### config.mk
export PLATFORM = sky130hd
export DESIGN_NAME = dmem_arbiter_flat
export DESIGN_NICKNAME = d
export VERILOG_FILES = /design/src/rtl/dmem_arb_pkg.sv /design/src/rtl/dmem_arbiter_if.sv /design/src/rtl/rr_pick2.sv /design/src/rtl/dmem_arbiter.sv /design/src/flat_wrapper.sv
export SDC_FILE = /design/constraint.sdc
export NUM_CORES = 1
export LEC_CHECK = 0
export ABC_AREA = 1
export CAP_MARGIN = 20
export CELL_PAD_IN_SITES_DETAIL_PLACEMENT = 0
export CELL_PAD_IN_SITES_GLOBAL_PLACEMENT = 2
export CORE_MARGIN = 2
export CORE_UTILIZATION = 20
export DETAILED_ROUTE_END_ITERATION = 7
export PLACE_DENSITY = 0.79
export SYNTH_ARGS = -nofsm -noshare
export SYNTH_HDL_FRONTEND = slang
export SYNTH_SLANG_ARGS = --single-unit
### constraint.sdc
create_clock -name clock -period 4.23 [get_ports clock]
set_input_delay 0.846 -clock clock [delete_from_list [all_inputs] [get_ports clock]]
set_output_delay 0.846 -clock clock [all_outputs]
set_load 0.005 [all_outputs]
### src/rtl/dmem_arb_pkg.sv
// Shared types and constants for the two-master data-memory arbiter.
package dmem_arb_pkg;
  typedef enum logic [1:0] {
    IDLE   = 2'd0,
    ACCESS = 2'd1,
    WAIT   = 2'd2,
    RESP   = 2'd3
  } arb_state_e;

  localparam logic M0_ID      = 1'b0;
  localparam logic M1_ID      = 1'b1;
  localparam int   RD_LAT_MAX = 4;
endpackage

### src/rtl/dmem_arbiter_if.sv
// Bundle of both requester ports and the RAM port; the arbiter takes the slave side.
interface dmem_arbiter_if #(
  parameter int AW = 32,
  parameter int DW = 32
);
  logic          m0_req;
  logic          m0_we;
  logic [AW-1:0] m0_addr;
  logic [DW-1:0] m0_wdata;
  logic [DW-1:0] m0_rdata;
  logic          m0_ack;
  logic          m0_stall;

  logic          m1_req;
  logic          m1_we;
  logic [AW-1:0] m1_addr;
  logic [DW-1:0] m1_wdata;
  logic [DW-1:0] m1_rdata;
  logic          m1_ack;

  logic          mem_en;
  logic          mem_we;
  logic [AW-1:0] mem_addr;
  logic [DW-1:0] mem_wdata;
  logic [DW-1:0] mem_rdata;

  modport slave (
    input  m0_req, m0_we, m0_addr, m0_wdata,
    output m0_rdata, m0_ack, m0_stall,
    input  m1_req, m1_we, m1_addr, m1_wdata,
    output m1_rdata, m1_ack,
    output mem_en, mem_we, mem_addr, mem_wdata,
    input  mem_rdata
  );

  modport master (
    output m0_req, m0_we, m0_addr, m0_wdata,
    input  m0_rdata, m0_ack, m0_stall,
    output m1_req, m1_we, m1_addr, m1_wdata,
    input  m1_rdata, m1_ack,
    input  mem_en, mem_we, mem_addr, mem_wdata,
    output mem_rdata
  );
endinterface

### src/rtl/rr_pick2.sv
// Two-way round-robin chooser: a lone requester wins, a tie goes to the one not granted last.
module rr_pick2 (
  input  logic req0,
  input  logic req1,
  input  logic last,
  output logic gnt_id,
  output logic gnt_valid
);
  always_comb begin
    gnt_valid = req0 | req1;
    gnt_id    = (req0 & req1) ? ~last : req1;
  end
endmodule

### src/rtl/dmem_arbiter.sv
// Serialises two requesters onto one single-port synchronous RAM with a req/ack handshake
// and read-latency wait states.
module dmem_arbiter
  import dmem_arb_pkg::*;
#(
  parameter int AW     = 32,
  parameter int DW     = 32,
  parameter int RD_LAT = 1
) (
  input  logic           clock,
  input  logic           reset,
  dmem_arbiter_if.slave  bus,
  output logic           busy,
  output logic           grant_id
);
  arb_state_e    state_q, state_d;
  logic          last_q, last_d;
  logic          gnt_q, gnt_d;
  logic [2:0]    cnt_q, cnt_d;
  logic          we_q, we_d;
  logic [AW-1:0] addr_q, addr_d;
  logic [DW-1:0] wdata_q, wdata_d;
  logic [DW-1:0] rdata_q, rdata_d;
  logic          pick_id, pick_valid;
  logic          resp;

  rr_pick2 u_pick (
    .req0      (bus.m0_req),
    .req1      (bus.m1_req),
    .last      (last_q),
    .gnt_id    (pick_id),
    .gnt_valid (pick_valid)
  );

  always_comb begin
    state_d = state_q;
    last_d  = last_q;
    gnt_d   = gnt_q;
    cnt_d   = cnt_q;
    we_d    = we_q;
    addr_d  = addr_q;
    wdata_d = wdata_q;
    rdata_d = rdata_q;
    case (state_q)
      IDLE: begin
        if (pick_valid) begin
          gnt_d   = pick_id;
          last_d  = pick_id;
          we_d    = pick_id ? bus.m1_we    : bus.m0_we;
          addr_d  = pick_id ? bus.m1_addr  : bus.m0_addr;
          wdata_d = pick_id ? bus.m1_wdata : bus.m0_wdata;
          rdata_d = '0;
          state_d = ACCESS;
        end
      end
      ACCESS: begin
        if (we_q) begin
          state_d = RESP;
        end else begin
          cnt_d   = 3'(RD_LAT - 1);
          state_d = WAIT;
        end
      end
      WAIT: begin
        // cnt reaches zero exactly RD_LAT cycles after the strobe
        if (cnt_q == 3'd0) begin
          rdata_d = bus.mem_rdata;
          state_d = RESP;
        end else begin
          cnt_d = cnt_q - 3'd1;
        end
      end
      RESP:    state_d = IDLE;
      default: state_d = IDLE;
    endcase
  end

  always_ff @(posedge clock) begin
    if (reset) begin
      state_q <= IDLE;
      last_q  <= M1_ID;
      gnt_q   <= M0_ID;
      cnt_q   <= '0;
    end else begin
      state_q <= state_d;
      last_q  <= last_d;
      gnt_q   <= gnt_d;
      cnt_q   <= cnt_d;
    end
  end

  always_ff @(posedge clock) begin
    we_q    <= we_d;
    addr_q  <= addr_d;
    wdata_q <= wdata_d;
    rdata_q <= rdata_d;
  end

  assign resp          = (state_q == RESP);
  assign bus.m0_ack    = resp & (gnt_q == M0_ID);
  assign bus.m1_ack    = resp & (gnt_q == M1_ID);
  assign bus.m0_rdata  = bus.m0_ack ? rdata_q : '0;
  assign bus.m1_rdata  = bus.m1_ack ? rdata_q : '0;
  assign bus.m0_stall  = bus.m0_req & ~bus.m0_ack;

  assign bus.mem_en    = (state_q == ACCESS);
  assign bus.mem_we    = bus.mem_en & we_q;
  assign bus.mem_addr  = bus.mem_en ? addr_q  : '0;
  assign bus.mem_wdata = bus.mem_en ? wdata_q : '0;

  assign busy     = (state_q != IDLE);
  assign grant_id = gnt_q;
endmodule

### src/flat_wrapper.sv
// flat-port wrapper written by rule: the top's interface ports become plain ports
module dmem_arbiter_flat import dmem_arb_pkg::*;
#(
  parameter int AW     = 32,
  parameter int DW     = 32,
  parameter int RD_LAT = 1
)
  (clock, reset, busy, grant_id, bus_m0_req, bus_m0_we, bus_m0_addr, bus_m0_wdata, bus_m0_rdata, bus_m0_ack, bus_m0_stall, bus_m1_req, bus_m1_we, bus_m1_addr, bus_m1_wdata, bus_m1_rdata, bus_m1_ack, bus_mem_en, bus_mem_we, bus_mem_addr, bus_mem_wdata, bus_mem_rdata);
  dmem_arbiter_if #(.AW(AW), .DW(DW)) bus_i ();
  input  logic clock;
  input  logic reset;
  output logic busy;
  output logic grant_id;
  input wire logic [$bits(bus_i.m0_req)-1:0] bus_m0_req;
  input wire logic [$bits(bus_i.m0_we)-1:0] bus_m0_we;
  input wire logic [$bits(bus_i.m0_addr)-1:0] bus_m0_addr;
  input wire logic [$bits(bus_i.m0_wdata)-1:0] bus_m0_wdata;
  output wire logic [$bits(bus_i.m0_rdata)-1:0] bus_m0_rdata;
  output wire logic [$bits(bus_i.m0_ack)-1:0] bus_m0_ack;
  output wire logic [$bits(bus_i.m0_stall)-1:0] bus_m0_stall;
  input wire logic [$bits(bus_i.m1_req)-1:0] bus_m1_req;
  input wire logic [$bits(bus_i.m1_we)-1:0] bus_m1_we;
  input wire logic [$bits(bus_i.m1_addr)-1:0] bus_m1_addr;
  input wire logic [$bits(bus_i.m1_wdata)-1:0] bus_m1_wdata;
  output wire logic [$bits(bus_i.m1_rdata)-1:0] bus_m1_rdata;
  output wire logic [$bits(bus_i.m1_ack)-1:0] bus_m1_ack;
  output wire logic [$bits(bus_i.mem_en)-1:0] bus_mem_en;
  output wire logic [$bits(bus_i.mem_we)-1:0] bus_mem_we;
  output wire logic [$bits(bus_i.mem_addr)-1:0] bus_mem_addr;
  output wire logic [$bits(bus_i.mem_wdata)-1:0] bus_mem_wdata;
  input wire logic [$bits(bus_i.mem_rdata)-1:0] bus_mem_rdata;
  assign bus_i.m0_req = bus_m0_req;
  assign bus_i.m0_we = bus_m0_we;
  assign bus_i.m0_addr = bus_m0_addr;
  assign bus_i.m0_wdata = bus_m0_wdata;
  assign bus_m0_rdata = bus_i.m0_rdata;
  assign bus_m0_ack = bus_i.m0_ack;
  assign bus_m0_stall = bus_i.m0_stall;
  assign bus_i.m1_req = bus_m1_req;
  assign bus_i.m1_we = bus_m1_we;
  assign bus_i.m1_addr = bus_m1_addr;
  assign bus_i.m1_wdata = bus_m1_wdata;
  assign bus_m1_rdata = bus_i.m1_rdata;
  assign bus_m1_ack = bus_i.m1_ack;
  assign bus_mem_en = bus_i.mem_en;
  assign bus_mem_we = bus_i.mem_we;
  assign bus_mem_addr = bus_i.mem_addr;
  assign bus_mem_wdata = bus_i.mem_wdata;
  assign bus_i.mem_rdata = bus_mem_rdata;
  dmem_arbiter #(.AW(AW), .DW(DW), .RD_LAT(RD_LAT)) u_core (.clock(clock), .reset(reset), .bus(bus_i), .busy(busy), .grant_id(grant_id));
endmodule
* Word level (Yosys, flattened, before mapping)
Index checks and enable logic that the tools add are counted.
** Storage, ports and cells
- Register bits after elaboration :: 104
- Input port bits :: 166
** Operators by class
- Equality and inequality tests :: 7
- Bitwise logic cells :: 9
- Muxes and demuxes :: 18
- Reductions and logical operators :: 9
- Add/subtract/negate cells :: 1
** Operators with widths (count)
- 2-to-1 mux 32 bit :: 8
- one-hot mux 32 bit (2 select lines) :: 1
- one-hot mux 2 bit (4 select lines) :: 1
- 2-to-1 mux 3 bit :: 2
- one-hot mux 3 bit (2 select lines) :: 1
- AND reduction 3 bit :: 2
- nonzero test 2 bit :: 3
- AND 1 bit :: 5
- equality test 2 bit (second input constant) :: 2
- 2-to-1 mux 2 bit :: 2
- != test 2 x 1 -> 1 bit (second input constant) :: 2
- != test 2 bit (second input constant) :: 2
- AND reduction 2 bit :: 2
- logical NOT 3 bit :: 1
- 2-to-1 mux 1 bit :: 3
- inverter 1 bit :: 3
- subtractor 3 x 1 -> 3 bit (second input constant) :: 1
- equality test 2 x 1 -> 1 bit (second input constant) :: 1
- logical NOT 2 bit :: 1
- OR 1 bit :: 1

* Depth between registers and ports, before layout
Gate-level depths: netlist of run 1.
- Depth in word-level cells :: 4
- Depth in mapped cells :: 9
- Depth with buffers taken out :: 8

* Modules after synthesis
From an unflattened synthesis of run 1, not the netlist that was laid out.
** Second synthesis, totals
- Cells, all modules :: 547
- Area, all modules :: 5506.5 um2
** Modules (own cells, without submodules)
- dmem_arbiter :: area an instance 5491.5 um2, seq. area each 3052.9 um2, instances 1, cells each 544
- rr_pick2 :: area an instance 15.0 um2, seq. area each 0.0 um2, instances 1, cells each 3

* Least setup slack after synthesis of run 1
OpenSTA, ideal clock, no wires.
- Path type :: input to register
- Start :: input bus_m1_req
- End :: register u_core.rdata_q[0], enable pin
- Slack :: 1.204 ns
- Stages on the path :: 4
- Data arrival time :: 2.594 ns
- Data required time :: 3.798 ns
- Cells stage by stage :: nor2_1 nand2_1 nand2_1 a21oi_1
** On the way
- Longest elaborated chain between the ends :: 3
** Ends and longest elaborated chain
- start: declaration :: line flat_wrapper.sv:21 : input wire logic [$bits(bus_i.m1_req)-1:0] bus_m1_req;
- OR 1 bit :: line rr_pick2.sv:10 : gnt_valid = req0 | req1;
- != test 2 x 1 -> 1 bit (no line)
- AND reduction 3 bit (no line)
- end signal: assignment :: line dmem_arbiter.sv:96 : rdata_q <= rdata_d;
- end: declaration :: line dmem_arbiter.sv:23 : logic [DW-1:0] rdata_q, rdata_d;
No other way between the ends.
A chain may end at the register's enable or synchronous reset.

* Worst setup path after layout of run 1
- Start :: register u_core.state_q[1]
- End :: output bus_m0_rdata[30]
** On the way
- Longest elaborated chain between the ends :: 3
** Ends and longest elaborated chain
- start: declaration :: line dmem_arbiter.sv:16 : arb_state_e state_q, state_d;
- start signal: assignment :: line dmem_arbiter.sv:85 : state_q <= state_d;
- equality test 2 bit :: line dmem_arbiter.sv:99 : assign resp = (state_q == RESP);
- AND 1 bit :: line dmem_arbiter.sv:100 : assign bus.m0_ack = resp & (gnt_q == M0_ID);
- 2-to-1 mux 32 bit :: line dmem_arbiter.sv:102 : assign bus.m0_rdata = bus.m0_ack ? rdata_q : '0;
- end: declaration :: line flat_wrapper.sv:18 : output wire logic [$bits(bus_i.m0_rdata)-1:0] bus_m0_rdata;
No other way between the ends.

==> results.toml, run 1 <==
[run_status]
status = "completed"

[logic_synthesis]
synthFlopType = "edfxtp_1"
syn_area_sq_um = 5400
ys_warn_count = 0
synth.distinct_cells = 15
avgSynthCellArea_sq_um = 7.91
yosys_register_bits = 104
ys_seq_area_share_pct = 56.5
synthArstFlopShare_pct = 0
synth-edff-count = 97
synth_nets = 856
syn_inst = 683

[critical_path]
r2r_slack_ns = 1.96
crit_path_end_kind = "output pin"
startpoint_type = "flip-flop"
timing.rr.start = "u_core.state_q[0]$_SDFFE_PP0P_"
path_class = "reg -> out"
required_ns = 3.38
path_max_fanout = 32
critPathArrivalTime_ns = 2.48
r2r-end = "u_core.rdata_q[26]$_SDFFCE_PP0P_"
worst-r2r-cell-count = 7

[sta]
drv_slew = 0
finalHoldViolations = 0
timing.final.crit_period_ns = 3.33
slew_headroom_pct = 31.3
finClkSkew_ns = 0.00943
max_freq_ghz = 0.301
finalCritPeriodShare_pct = 78.7
tns_ns = 0
tightest_slew_ns = 1.03
finalWorstSetupSlack_ns = 0.903
rsz0062_at_grt = "no"
setup_violations = 0

[route]
viasPerCell = 3.69
first_pass_iters = 4
drt_iter0_markers = 252
drc = 0
via_count = 4859
wl_per_cell_um = 13.0
ant_nets = 0
wirelength_um = 17100

[clocking]
clockBufferDepth = 2
clock_sinks = 104
cts_tree = "yes"
h-tree-depth = 3
clkTransAtPathRegs_ns = 0.08
worstSkewPairLatency_ns = 0.35
cts_made_buffers = 9
postCtsSetupBuffers = 0
cts_resized = 0
cts-root-buf = "clkbuf_16"
cts-hold-fix-buffers = 0

[worst_hold_path]
hp-class = "reg -> reg"
whs_endpoint = "u_core.last_q$_SDFFE_PP1P_"
hold_depth = 2
hp-start = "u_core.last_q$_SDFFE_PP1P_"

[cells_and_area]
fin_nets = 1144
final_area_sq_um = 8980
layout-drive-gt1-share_pct = 2.87
final_core_util_pct = 33.6
antenna-diode-count = 0
layout_common_cells = "nand2_1 (307), clkdlybuf4s50_1 (300), inv_1 (143)"
final_common_cell = "nand2_1"
syn2layout_area_growth_pct = 66.3

[pwr]
switching_share_pct = 35.2
leakage_nw = 4.32
power_frac_comb_pct = 41.8
p_per_area_nw_per_um2 = 503
power.switching_mw = 1.59
p_int_mw = 2.93
clkPwrFrac_pct = 17.8
seq_power_share_pct = 40.4
max-vdd-ir-drop_uv = 303

[global_route]
grt_pass1_wl_um = 26200
grt_overflow = 0
grt_max_degree = 66
antenna_found_initial = 0
first_global_vias = 4757
grt_usage_pct = 11.9

[die]
die_area_sq_um = 28300
initial_core_util_pct = 20.2
io_pins = 301
die_h_um = 168
core-area_sq_um = 26700
rows = 60
die_x_um = 168

[placement]
io_buffer_count = 300
placed_area_sq_um = 8690
preCtsSetupSlack_ns = 1.27
dp_hpwl_um = 12700
gp_congestion = 0.771

[job]
cap_violations = 0
## kinds of logic after synthesis
logic type,share of synthesized area (%)
AO/OA/AOI/OAI,0.834
adder cells (fa/ha/maj),1.62
AND/OR/NAND/NOR,27.0
buffers and inverters,14.0
flip-flops,56.5
## through the flow
step | instances | hold WS (ns) | total power [mW]
final | 1317 | 0.479 | 4.52
after global routing | 1317 | 0.513 | 4.87
after CTS | 1316 | 0.485 | 4.63
after detailed placement | 1300 | 0.465 | 3.80
after global placement | 1300 | 0.466 | 3.80
after floorplan | 683 | 0.442 | 2.78
## cells in the mapped netlist, types with 4 or more instances
cell type	instances	area share, %
nand3_1	4	0.37
nor2_1	75	5.2
inv_1	144	10
ha_1	7	1.6
buf_4	6	0.83
o21ai_0	4	0.37
buf_2	10	0.93
a21oi_1	5	0.46
edfxtp_1	97	54
dfxtp_1	7	2.6
clkbuf_1	7	0.49
nand2_1	307	21
buf_6	8	1.7
## how the worst max path moves through the flow
stage | cells past startpoint | slack [ns] | startpoint | to
final | 6 | 0.90 | u_core.state_q[1]$_SDFFE_PP0P_ | bus_m0_rdata[30]
after global routing | 6 | 0.66 | u_core.state_q[1]$_SDFFE_PP0P_ | bus_m0_rdata[30]
after CTS | 6 | 0.84 | u_core.state_q[1]$_SDFFE_PP0P_ | bus_m0_rdata[30]
after detailed placement | 6 | 1.27 | u_core.state_q[1]$_SDFFE_PP0P_ | bus_m0_rdata[30]
after global placement | 4 | 1.25 | bus_m0_req | bus_m0_stall
after floorplan | 4 | 1.20 | bus_m1_req | u_core.rdata_q[0]$_SDFFCE_PP0P_
## worst max-delay path, cell delays in order (launching register included)
cell and delay, ns:
dfxtp_1 0.43, ha_1 0.20, inv_1 0.04, nor2_1 0.20
inv_1 0.45, nor2_1 0.24, clkdlybuf4s50_1 0.55
## registers in the layout (all words and copies together) (netlist names)
name / flops
u_core.last_q: 1
u_core.grant_id: 1
u_core.addr_q: 32
u_core.cnt_q: 3
u_core.state_q: 2
u_core.wdata_q: 32
u_core.we_q: 1
u_core.rdata_q: 32
## power groups by stage
stage,clock [mW],combinational (mW),sequential [mW]
after floorplan,0,0.943,1.84
after global placement,0,1.96,1.84
after detailed placement,0,1.94,1.85
after CTS,0.841,1.96,1.83
after global routing,0.873,2.13,1.87
final,0.802,1.89,1.83
## per-layer routing
metal | track usage (%) | vias up | wire [um]
met3 | 4.65 | 12 | 1660
met2 | 20.1 | 215 | 7870
met1 | 14.1 | 2061 | 7370
met4 | 3.37 | 0 | 243
met5 | 0 | - | 0
li1 | - | 2571 | -
## layout make-up
cell class | count | area, sq um
clock buffers | 9 | 225
clock inverters | 7 | 45.0
fillers | 2885 | 17700
inverters | 145 | 544
multi-input cells | 403 | 1610
flip-flops and latches | 104 | 3050
well taps | 341 | 427
repair buffers | 308 | 3080
No activity file was read; power rests on OpenSTA's default activity.
==> run 2, diff against run 1 <==
clock period = 3.15 ns   (was 4.23 ns; I/O delays follow)
==> run 2 against run 1 <==
  * Global-route usage grew 0.35 points
  * Clock skew grew 0.0015 ns
  * Flip-flop and latch count is the same
  * Largest power group unchanged
  * Count of clock-buffer cells in the layout is the same
  * Register-to-register slack lost 1.0 ns
  * Combinational power grew 38%
==> results.toml, run 2 (same netlist as run 1, synthesis figures left out) <==
[run_status]
status = "completed"

[sta]
timing.final.crit_period_ns = 2.97
rsz0062_at_grt = "no"
setup_violations = 0
tightest_slew_ns = 0.759
max_freq_ghz = 0.337
finClkSkew_ns = 0.0109
slew_headroom_pct = 49.4
finalCritPeriodShare_pct = 94.3
tns_ns = 0
finalHoldWorstSlack_ns = 0.504
drv_slew = 0
finalHoldViolations = 0

[clocking]
worstSkewPairLatency_ns = 0.35
clkTransAtPathRegs_ns = 0.08
clockBufferDepth = 2
cts_tree = "yes"
h-tree-depth = 3
cts-root-buf = "clkbuf_16"
cts_made_buffers = 9
clock_sinks = 104

[critical_path]
required_ns = 2.52
worst-r2r-cell-count = 9
startpoint_type = "flip-flop"
r2r_slack_ns = 0.92
r2r-end = "u_core.rdata_q[24]$_SDFFCE_PP0P_"
crit_path_end_kind = "output pin"
critPathArrivalTime_ns = 2.34
path_max_fanout = 16
path_class = "reg -> out"
timing.rr.start = "u_core.state_q[0]$_SDFFE_PP0P_"

[cells_and_area]
stdcell_count = 1321
antenna-diode-count = 0
layout-drive-gt1-share_pct = 3.47
layout_common_cells = "nand2_1 (307), clkdlybuf4s50_1 (300), inv_1 (142)"
syn2layout_area_growth_pct = 67.1
final_common_cell = "nand2_1"
fin_nets = 1148
reg_top3 = "u_core.addr_q (32), u_core.rdata_q (32), u_core.wdata_q (32)"

[route]
viasPerCell = 3.79
ant_nets = 0
drc = 0
wl_per_cell_um = 13.3
first_pass_iters = 5
wirelength_um = 17600
via_count = 5006
drt_iter0_markers = 197

[die]
core-area_sq_um = 26700
initial_core_util_pct = 20.2
die_h_um = 168
die_area_sq_um = 28300
rows = 60
io_pins = 301
die_x_um = 168

[pwr]
p_per_area_nw_per_um2 = 678
power.total_mw = 6.12
leakage_nw = 4.33
max-vdd-ir-drop_uv = 296

[global_route]
grt_overflow = 0
first_global_vias = 4873
grt_pass1_wl_um = 27000
grt_max_degree = 68
antenna_found_initial = 0
grt_usage_pct = 12.3

[job]
cap_violations = 0

[placement]
dp_hpwl_um = 12800
gp_congestion = 0.729
io_buffer_count = 300
placed_cells = 1301

[worst_hold_path]
whs_endpoint = "u_core.last_q$_SDFFE_PP1P_"
hold_depth = 2
hp-class = "reg -> reg"
hp-start = "u_core.last_q$_SDFFE_PP1P_"
## run 2: cell types whose count changed in the layout (fill, tap and decap cells not counted)
| cell | delta |
|---|---|
| clkinvlp_4 | +2 |
| buf_16 | -1 |
| nor2_1 | -1 |
| buf_12 | +2 |
| nor2_2 | +1 |
| inv_1 | -1 |
| buf_4 | +2 |
## run 2: area by class of cell
class / count / area [sq um]
Fill cell: 2849 / 17700
Multi-Input combinational cell: 403 / 1610
Clock buffer: 9 / 225
Tap cell: 341 / 427
Sequential cell: 104 / 3050
Timing Repair inverter: 1 / 7.51
Inverter: 145 / 548
Timing Repair Buffer: 311 / 3110
Clock inverter: 7 / 45.0
## run 2: routing by layer
metal  track usage (%)  routed length [um]
met1              14.3                7390
met2              21.3                8340
met4              3.79                 255
met5                 0                   0
met3              4.11                1630
## run 2: per-stage QoR
stage,area (sq um),utilization [%],setup WS (ns)
final,9020,33.8,0.179
after global routing,9020,33.8,0.0392
after CTS,8990,33.6,0.0598
after detailed placement,8720,32.6,0.477
after global placement,8720,32.6,0.529
after floorplan,5400,-,0.131
## run 2: repair_timing
action | 4_1_cts | 5_1_grt
hold buffers | 0 | 0
setup endpoints to repair | 0 | 32
gates resized for setup | 0 | 3
buffers inserted | 0 | 3
## run 2: power breakdown
part           switching [mW]  total (mW)  internal, mW
combinational            1.47        2.60          1.13
clock                   0.537        1.08         0.539
sequential              0.146        2.44          2.30
total                    2.16        6.12          3.96
## run 2: worst max-delay path by stage
stage	from	end
2_1_floorplan	u_core.state_q[0]$_SDFFE_PP0P_	u_core.rdata_q[0]$_SDFFCE_PP0P_
3_5_place_dp	u_core.state_q[1]$_SDFFE_PP0P_	bus_m0_rdata[30]
3_3_place_gp	u_core.state_q[1]$_SDFFE_PP0P_	bus_m0_rdata[30]
6_report	u_core.state_q[1]$_SDFFE_PP0P_	bus_m0_rdata[30]
5_1_grt	u_core.state_q[1]$_SDFFE_PP0P_	bus_m0_rdata[30]
4_1_cts	u_core.state_q[1]$_SDFFE_PP0P_	bus_m0_rdata[30]
## run 2: worst max-delay path, stage by stage (launching register included)
cell             delay [ns]
dfxtp_1                0.42
ha_1                   0.20
inv_1                  0.05
nor2_2                 0.31
clkinvlp_4             0.14
buf_4                  0.21
nor2_1                 0.13
clkdlybuf4s50_1        0.52
